## config.mk

```make
export PLATFORM = sky130hd
export DESIGN_NAME = elevator_car
export DESIGN_NICKNAME = d
export VERILOG_FILES = /design/src/rtl/elevator_car.sv
export SDC_FILE = /design/constraint.sdc
export NUM_CORES = 1
export LEC_CHECK = 0
export BUFFER_PORTS_ARGS = -buffer_cell sky130_fd_sc_hd__buf_4
export CORE_AREA = 2 2 45 47
export CTS_CLUSTER_SIZE = 8
export DETAILED_ROUTE_END_ITERATION = 10
export DIE_AREA = 0 0 47 49
export HOLD_SLACK_MARGIN = 0.03
export PLACE_DENSITY_LB_ADDON = 0.1
export SLEW_MARGIN = 20
export SYNTH_ARGS = -nofsm -noshare
export SYNTH_HDL_FRONTEND = slang
export SYNTH_SLANG_ARGS = --single-unit
```

## constraint.sdc

```tcl
create_clock -name clk -period 3.2 [get_ports clk]
set_clock_uncertainty 0.05 [all_clocks]
set_input_delay 0.64 -clock clk [delete_from_list [all_inputs] [get_ports clk]]
set_output_delay 0.64 -clock clk [all_outputs]
set_load 0.01 [all_outputs]
```

## src/rtl/elevator_car.sv

```systemverilog
// Behavioural stand-in for the elevator car and shaft. It follows the controller's
// direction and target commands, steps one floor per travel period and runs a timed door cycle.
module elevator_car #(
  parameter int TRAVEL_CYCLES = 16,
  parameter int DOOR_CYCLES   = 8,
  parameter int INIT_FLOOR    = 0
) (
  input  logic       clk,
  input  logic       reset,
  input  logic [3:0] motor,
  input  logic       dir_up,
  input  logic       dir_down,
  output logic [1:0] current_floor,
  output logic       moving,
  output logic       door_open,
  output logic       arrived,
  output logic       fault
);

  localparam int MAX_CYCLES = (TRAVEL_CYCLES > DOOR_CYCLES) ? TRAVEL_CYCLES : DOOR_CYCLES;
  localparam int CW         = (MAX_CYCLES > 1) ? $clog2(MAX_CYCLES) : 1;

  localparam logic [CW-1:0] TRAVEL_LAST = CW'(TRAVEL_CYCLES - 1);
  localparam logic [CW-1:0] DOOR_LAST   = CW'(DOOR_CYCLES - 1);
  localparam logic [1:0]    INIT_FLR    = 2'(INIT_FLOOR);

  localparam logic [1:0] S_IDLE   = 2'd0;
  localparam logic [1:0] S_MOVING = 2'd1;
  localparam logic [1:0] S_DOOR   = 2'd2;

  logic [1:0]    state;
  logic [CW-1:0] cnt;
  logic          dir_is_up;
  logic          seg_conflict;

  logic       both_cmd;
  logic       up_cmd;
  logic       down_cmd;
  logic [1:0] next_floor;
  logic       at_arrival;
  logic       cmd_held;
  logic       end_of_travel;
  logic       stop_here;

  // Travel and door phases never overlap, so a single counter serves both.
  assign both_cmd      = dir_up & dir_down;
  assign up_cmd        = dir_up & ~dir_down;
  assign down_cmd      = dir_down & ~dir_up;
  assign next_floor    = dir_is_up ? current_floor + 2'd1 : current_floor - 2'd1;
  assign at_arrival    = (state == S_MOVING) && (cnt == TRAVEL_LAST);
  assign end_of_travel = dir_is_up ? (next_floor == 2'd3) : (next_floor == 2'd0);

  // A conflicting command anywhere in the segment counts as the latched direction being dropped.
  assign cmd_held  = !seg_conflict && (dir_is_up ? up_cmd : down_cmd);
  assign stop_here = (motor == 4'b0000) || motor[next_floor] || !cmd_held || end_of_travel;

  // NOTE: every register here is assigned with <= so all of them update together
  // from the values sampled at the edge, independent of statement order.
  always_ff @(posedge clk or negedge reset) begin
    if (!reset) begin
      state         <= S_IDLE;
      current_floor <= INIT_FLR;
      cnt           <= '0;
      dir_is_up     <= 1'b1;
      seg_conflict  <= 1'b0;
      arrived       <= 1'b0;
      fault         <= 1'b0;
    end else begin
      arrived <= 1'b0;
      if (both_cmd) fault <= 1'b1;

      case (state)
        S_IDLE: begin
          if (up_cmd && current_floor != 2'd3) begin
            dir_is_up    <= 1'b1;
            cnt          <= '0;
            seg_conflict <= 1'b0;
            state        <= S_MOVING;
          end else if (down_cmd && current_floor != 2'd0) begin
            dir_is_up    <= 1'b0;
            cnt          <= '0;
            seg_conflict <= 1'b0;
            state        <= S_MOVING;
          end
        end

        S_MOVING: begin
          if (at_arrival) begin
            current_floor <= next_floor;
            arrived       <= 1'b1;
            cnt           <= '0;
            seg_conflict  <= 1'b0;
            if (stop_here) state <= S_DOOR;
          end else begin
            cnt <= cnt + CW'(1);
            if (both_cmd) seg_conflict <= 1'b1;
          end
        end

        S_DOOR: begin
          if (cnt == DOOR_LAST) begin
            cnt   <= '0;
            state <= S_IDLE;
          end else begin
            cnt <= cnt + CW'(1);
          end
        end

        default: state <= S_IDLE;
      endcase
    end
  end

  // Decoded straight from the state register, so both clear the instant reset asserts.
  assign moving    = (state == S_MOVING);
  assign door_open = (state == S_DOOR);

endmodule

```

Word level (Yosys, flattened, before mapping)
Index checks and enable logic that the tools add are counted.
{"block": "word_totals", "ff_bits": 12, "word_cells": 72}
{"block": "classes", "mux": 24, "eq_ne": 11, "n_addsub": 3, "magnitude_cmp": 1, "bitwise_logic": 5, "reduce_logical": 21}
{"op": "2-to-1 mux 4 bit", "count": 4}
{"op": "2-to-1 mux 2 bit", "count": 6}
{"op": "case mux 4 bit (3 select lines)", "count": 1}
{"op": "2-to-1 mux 1 bit", "count": 10}
{"op": "inequality test 2 x 1 -> 1 bit (second input constant)", "count": 3}
{"op": "case mux 2 bit (3 select lines)", "count": 1}
{"op": "AND reduction 2 bit", "count": 3}
{"op": "nonzero test 2 bit", "count": 3}
{"op": "adder 4 x 1 -> 4 bit (second input constant)", "count": 1}
{"op": "equality test 2 bit (second input constant)", "count": 2}
{"op": "equality test 4 x 3 -> 1 bit (second input constant)", "count": 1}
{"op": "equality test 4 bit (second input constant)", "count": 1}
{"op": "logical AND 1 bit", "count": 4}
{"op": "zero test 2 bit", "count": 2}
{"op": "zero test 4 bit", "count": 1}
{"op": "AND reduction 4 bit", "count": 1}
{"op": "AND 1 bit", "count": 3}
{"op": "logical OR 1 bit", "count": 3}
{"op": "less-than comparator 2 x 3 -> 1 bit (second input constant)", "count": 1}
{"op": "inequality test 3 x 1 -> 1 bit (second input constant)", "count": 1}
{"op": "inequality test 3 bit (second input constant)", "count": 1}
{"op": "AND reduction 3 bit", "count": 1}
{"op": "nonzero test 3 bit", "count": 1}
{"op": "adder 2 x 1 -> 2 bit (second input constant)", "count": 1}
{"op": "other kinds (7)", "count": 9}

Logic depth before layout (Yosys ltp)
{"block": "depth", "ltp_word": 10, "ltp_mapped": 6, "mapped_depth_nobuf": 6}

Least setup slack after synthesis
OpenSTA, ideal clock, no wires.
{"block": "synth_timing", "path_type": "register -> register", "from": "register dir_is_up", "to": "register state[1]", "t_arrival_ps": 2037, "path_stages_with_launch": 7, "n_path_buf": 0, "setup_slack_ps": 985, "path_cell_list": "dfstp_2 -> xnor2_1 -> ha_1 -> or4b_1 -> a2111oi_2 -> nor3_1 -> mux2_1"}
{"block": "synth_between", "elab_chain_len": 8}
{"item": "start, declared", "line_no": "33", "source": "logic dir_is_up;"}
{"item": "start signal, assigned", "line_no": "64", "source": "dir_is_up <= 1'b1;"}
{"item": "start signal, assigned", "line_no": "75", "source": "dir_is_up <= 1'b1;"}
{"item": "start signal, assigned", "line_no": "80", "source": "dir_is_up <= 1'b0;"}
{"item": "2-to-1 mux 2 bit", "line_no": "49", "source": "assign next_floor = dir_is_up ? current_floor + 2'd1 : current_floor - 2'd1;"}
{"item": "binary-select mux 1 bit (select 2 bit)", "line_no": "55", "source": "assign stop_here = (motor == 4'b0000) || motor[next_floor] || !cmd_held || end_of_travel;"}
{"item": "2-to-1 mux 1 bit (implied by the code)", "line_no": "55"}
{"item": "logical OR 1 bit (2 in a row)", "line_no": "55"}
{"item": "logical OR 1 bit *", "line_no": "55"}
{"item": "inequality test 2 x 1 -> 1 bit (no source line) *"}
{"item": "AND reduction 4 bit (no source line) *"}
{"item": "end signal, assigned", "line_no": "61", "source": "state <= S_IDLE;"}
{"item": "end signal, assigned", "line_no": "78", "source": "state <= S_MOVING;"}
{"item": "end signal, assigned", "line_no": "83", "source": "state <= S_MOVING;"}
{"item": "end, declared", "line_no": "31", "source": "logic [1:0] state;"}
Mark *: on every way between the ends. The rest lies on a longest branch, timed or not. The select of a mux whose other input is x is not followed.
A chain may end at the register's enable or synchronous reset.

Worst setup path in the final report
Same ends and word-level chain as after synthesis.

==> metrics <==
DRC violations left 0; slowest cell on the critical path dfstp_2; Area growth syn-to-layout 21.8%; vias in the first global route 594; met2 wire len 663 µm; leading cell type in the layout, fill and taps excluded buf_4; setup bufs post-CTS 0; pin count of the biggest net entering global routing 13; final instance area 937 µm²; CP top delay family simple AND/OR/NAND/NOR gates; outcome completed; initial DRC count 18; clock power share 18.5%; Slew Limit Fails 0; Hold WS 147 ps; I/O pin count 14; Psw 0.251 mW; Crit path required time 3310 ps; DIE WIDTH 47 µm; crit path cell chain xnor2_1, ha_1, or4b_1, a2111oi_2, nor3_1, mux2_1; Internal 0.394 mW; Worst VDD drop 0.000287 V; Wirelength per Cell 12.6 µm; WL met3 46 µm; ANT nets after route 0; kind of critical path flop to flop; CTS root buffer clkbuf_4; sequential fraction of the synthesis area 39.2%; Syn Nets 94; total congestion overflow 0; n_diodes 0; Layout fillers 185; CP max stage delay 580 ps; worst-margin pin slew 394 ps; Seq cells post-synth 12; crit path max fanout 6; type of origin of the critical path flop; Mean Syn Cell Area 9.74 µm²; Worst-Skew Late Latency 270 ps; M1 WL 824 µm; most frequent cells in the layout buf_4, dfrtp_1, o21ai_0; Max Fclk 432 MHz; first-pass iteration count of the detailed router 4; port bufs 13; placer congestion estimate 0.791; Hold WC Path Type input pin to async pin; fin cells 123; WP buf/inv 0; Comb pwr share 46.7%; clock slew at reported path FFs 80 ps; initial antenna violation count 0; Post-Syn Area 769 µm²; post_cts resized 0; Flop pwr share 34.8%; layout cell share with drive strength beyond 1 25.0%; htree depth 1; Distinct cells, synth 29; core area 1840 µm²; Tmin final 2320 ps; static leakage 0.421 nW; Clock Sinks 12; Max transition margin 73.5%; Site Rows 16; DP Worst Slack 897 ps; Setup Total Neg Slack 0 ps; synth warn 0; DR vias/cell 5.07; hold_buf cts 0; clock tree buffer depth 2; via count 624; CTS tree done; Max Used Layer met4; RSZ-0062 raised after global routing no; aggregate routed wire length 1550 µm; PwrDens 688 nW/µm²; critical path arrival 2420 ps; dpl cells 119; Post-DP Area 901 µm²; worst setup margin 884 ps; GR Util All Layers 15.8%; initial core utilization 41.8%; Net count, final 112; Final period util 72.4%; Fin. Hold Viols 0; dpl hpwl 1170 µm; # setup viols final 0; Num CTS Buffers 3; DIE HEIGHT 49 µm; switching part of the total 39.0%; max cap viols 0; die area 2300 µm²; Post-Synthesis Cells 79; first-pass GRT wire length 2650 µm; Worst setup EP type flop
## final timing paths
path,slack [ps],endpoint,cells after the start,startpoint
worst max-delay path,880,state[1],6,dir_is_up
worst min-delay path,150,cnt[2],1,reset
worst max register to register,880,state[1],6,dir_is_up
worst min register to register,420,fault,1,fault
max in group asynchronous,2720,dir_is_up,1,reset
min in group clk,420,fault,1,fault
## layout make-up
class	instances	area, µm²	share of cell area [%]
timing repair buffer	13	97.6	10.4
clock buffer	4	36.3	3.87
inverter	4	15.0	1.60
tap	27	33.8	3.60
multi-input combinational	63	453	48.3
sequential	12	302	32.2
## worst reg2reg max path: stages (launching register included)
cell and delay [ps]:
dfstp_2 580, xnor2_1 100, ha_1 190, or4b_1 490, a2111oi_2 380, nor3_1 120, mux2_1 320
## registers in the layout, summed over array words and instances (netlist names)
signal and cells:
cnt 4, current_floor 2, state 2, arrived 1, dir_is_up 1, fault 1, seg_conflict 1
## power by group through the flow
stage                     registers, mW  clock network [mW]  logic, mW
after floorplan                   0.219                   0      0.220
after global placement            0.226                   0      0.299
after detailed placement          0.227                   0      0.302
after CTS                         0.224               0.124      0.303
after global routing              0.230               0.131      0.346
final                             0.224               0.119      0.301
## cells by family (layout without fill, tap and decap cells)
| logic type | after synthesis | count (layout) | synth area share (%) |
|---|---|---|---|
| buffers and inverters | 4 | 21 | 1.95 |
| AOI/OAI and AO/OA | 20 | 20 | 17.4 |
| adders and majority gates | 7 | 7 | 11.4 |
| and+or+nand+nor | 30 | 30 | 20.7 |
| muxes | 4 | 4 | 7.15 |
| DFF | 12 | 12 | 39.2 |
| xor gates and xnor gates | 2 | 2 | 2.28 |
## synthesized netlist by cell type
master | number | area [µm²]
a211oi_1 | 1 | 7.51
dfstp_2 | 1 | 26.3
dfrtp_1 | 11 | 275
mux4_2 | 1 | 22.5
mux2i_1 | 1 | 10.0
nor2b_1 | 2 | 12.5
mux2_1 | 2 | 22.5
nor3_1 | 1 | 5.00
ha_1 | 7 | 87.6
or3b_2 | 1 | 8.76
o221a_2 | 1 | 11.3
a31oi_1 | 2 | 12.5
nand2_1 | 7 | 26.3
inv_1 | 4 | 15.0
nand3_1 | 3 | 15.0
or4b_1 | 1 | 10.0
nor2_1 | 7 | 26.3
a21oi_1 | 2 | 10.0
nand4_1 | 1 | 6.26
o211ai_1 | 2 | 15.0
nand2b_1 | 4 | 25.0
or2_2 | 1 | 6.26
a2111oi_2 | 1 | 15.0
nor4_1 | 1 | 6.26
o21ai_0 | 9 | 45.0
o31ai_1 | 1 | 7.51
a21bo_2 | 1 | 10.0
or4bb_1 | 1 | 11.3
xnor2_1 | 2 | 17.5
## per-layer routing
| metal | vias to the layer above | GRT usage [%] |
|---|---|---|
| met3 | 2 | 4.81 |
| met4 | 0 | 4.17 |
| li1 | 320 | - |
| met5 | - | 0 |
| met2 | 10 | 22.4 |
| met1 | 292 | 23.2 |
## per-stage QoR
step	utilization [%]	power (mW)
after floorplan	-	0.439
after global placement	48.9	0.525
after detailed placement	48.9	0.529
after CTS	50.9	0.651
after global routing	50.9	0.707
final	50.9	0.645
Note: power is estimated with default switching activity, not from simulation.
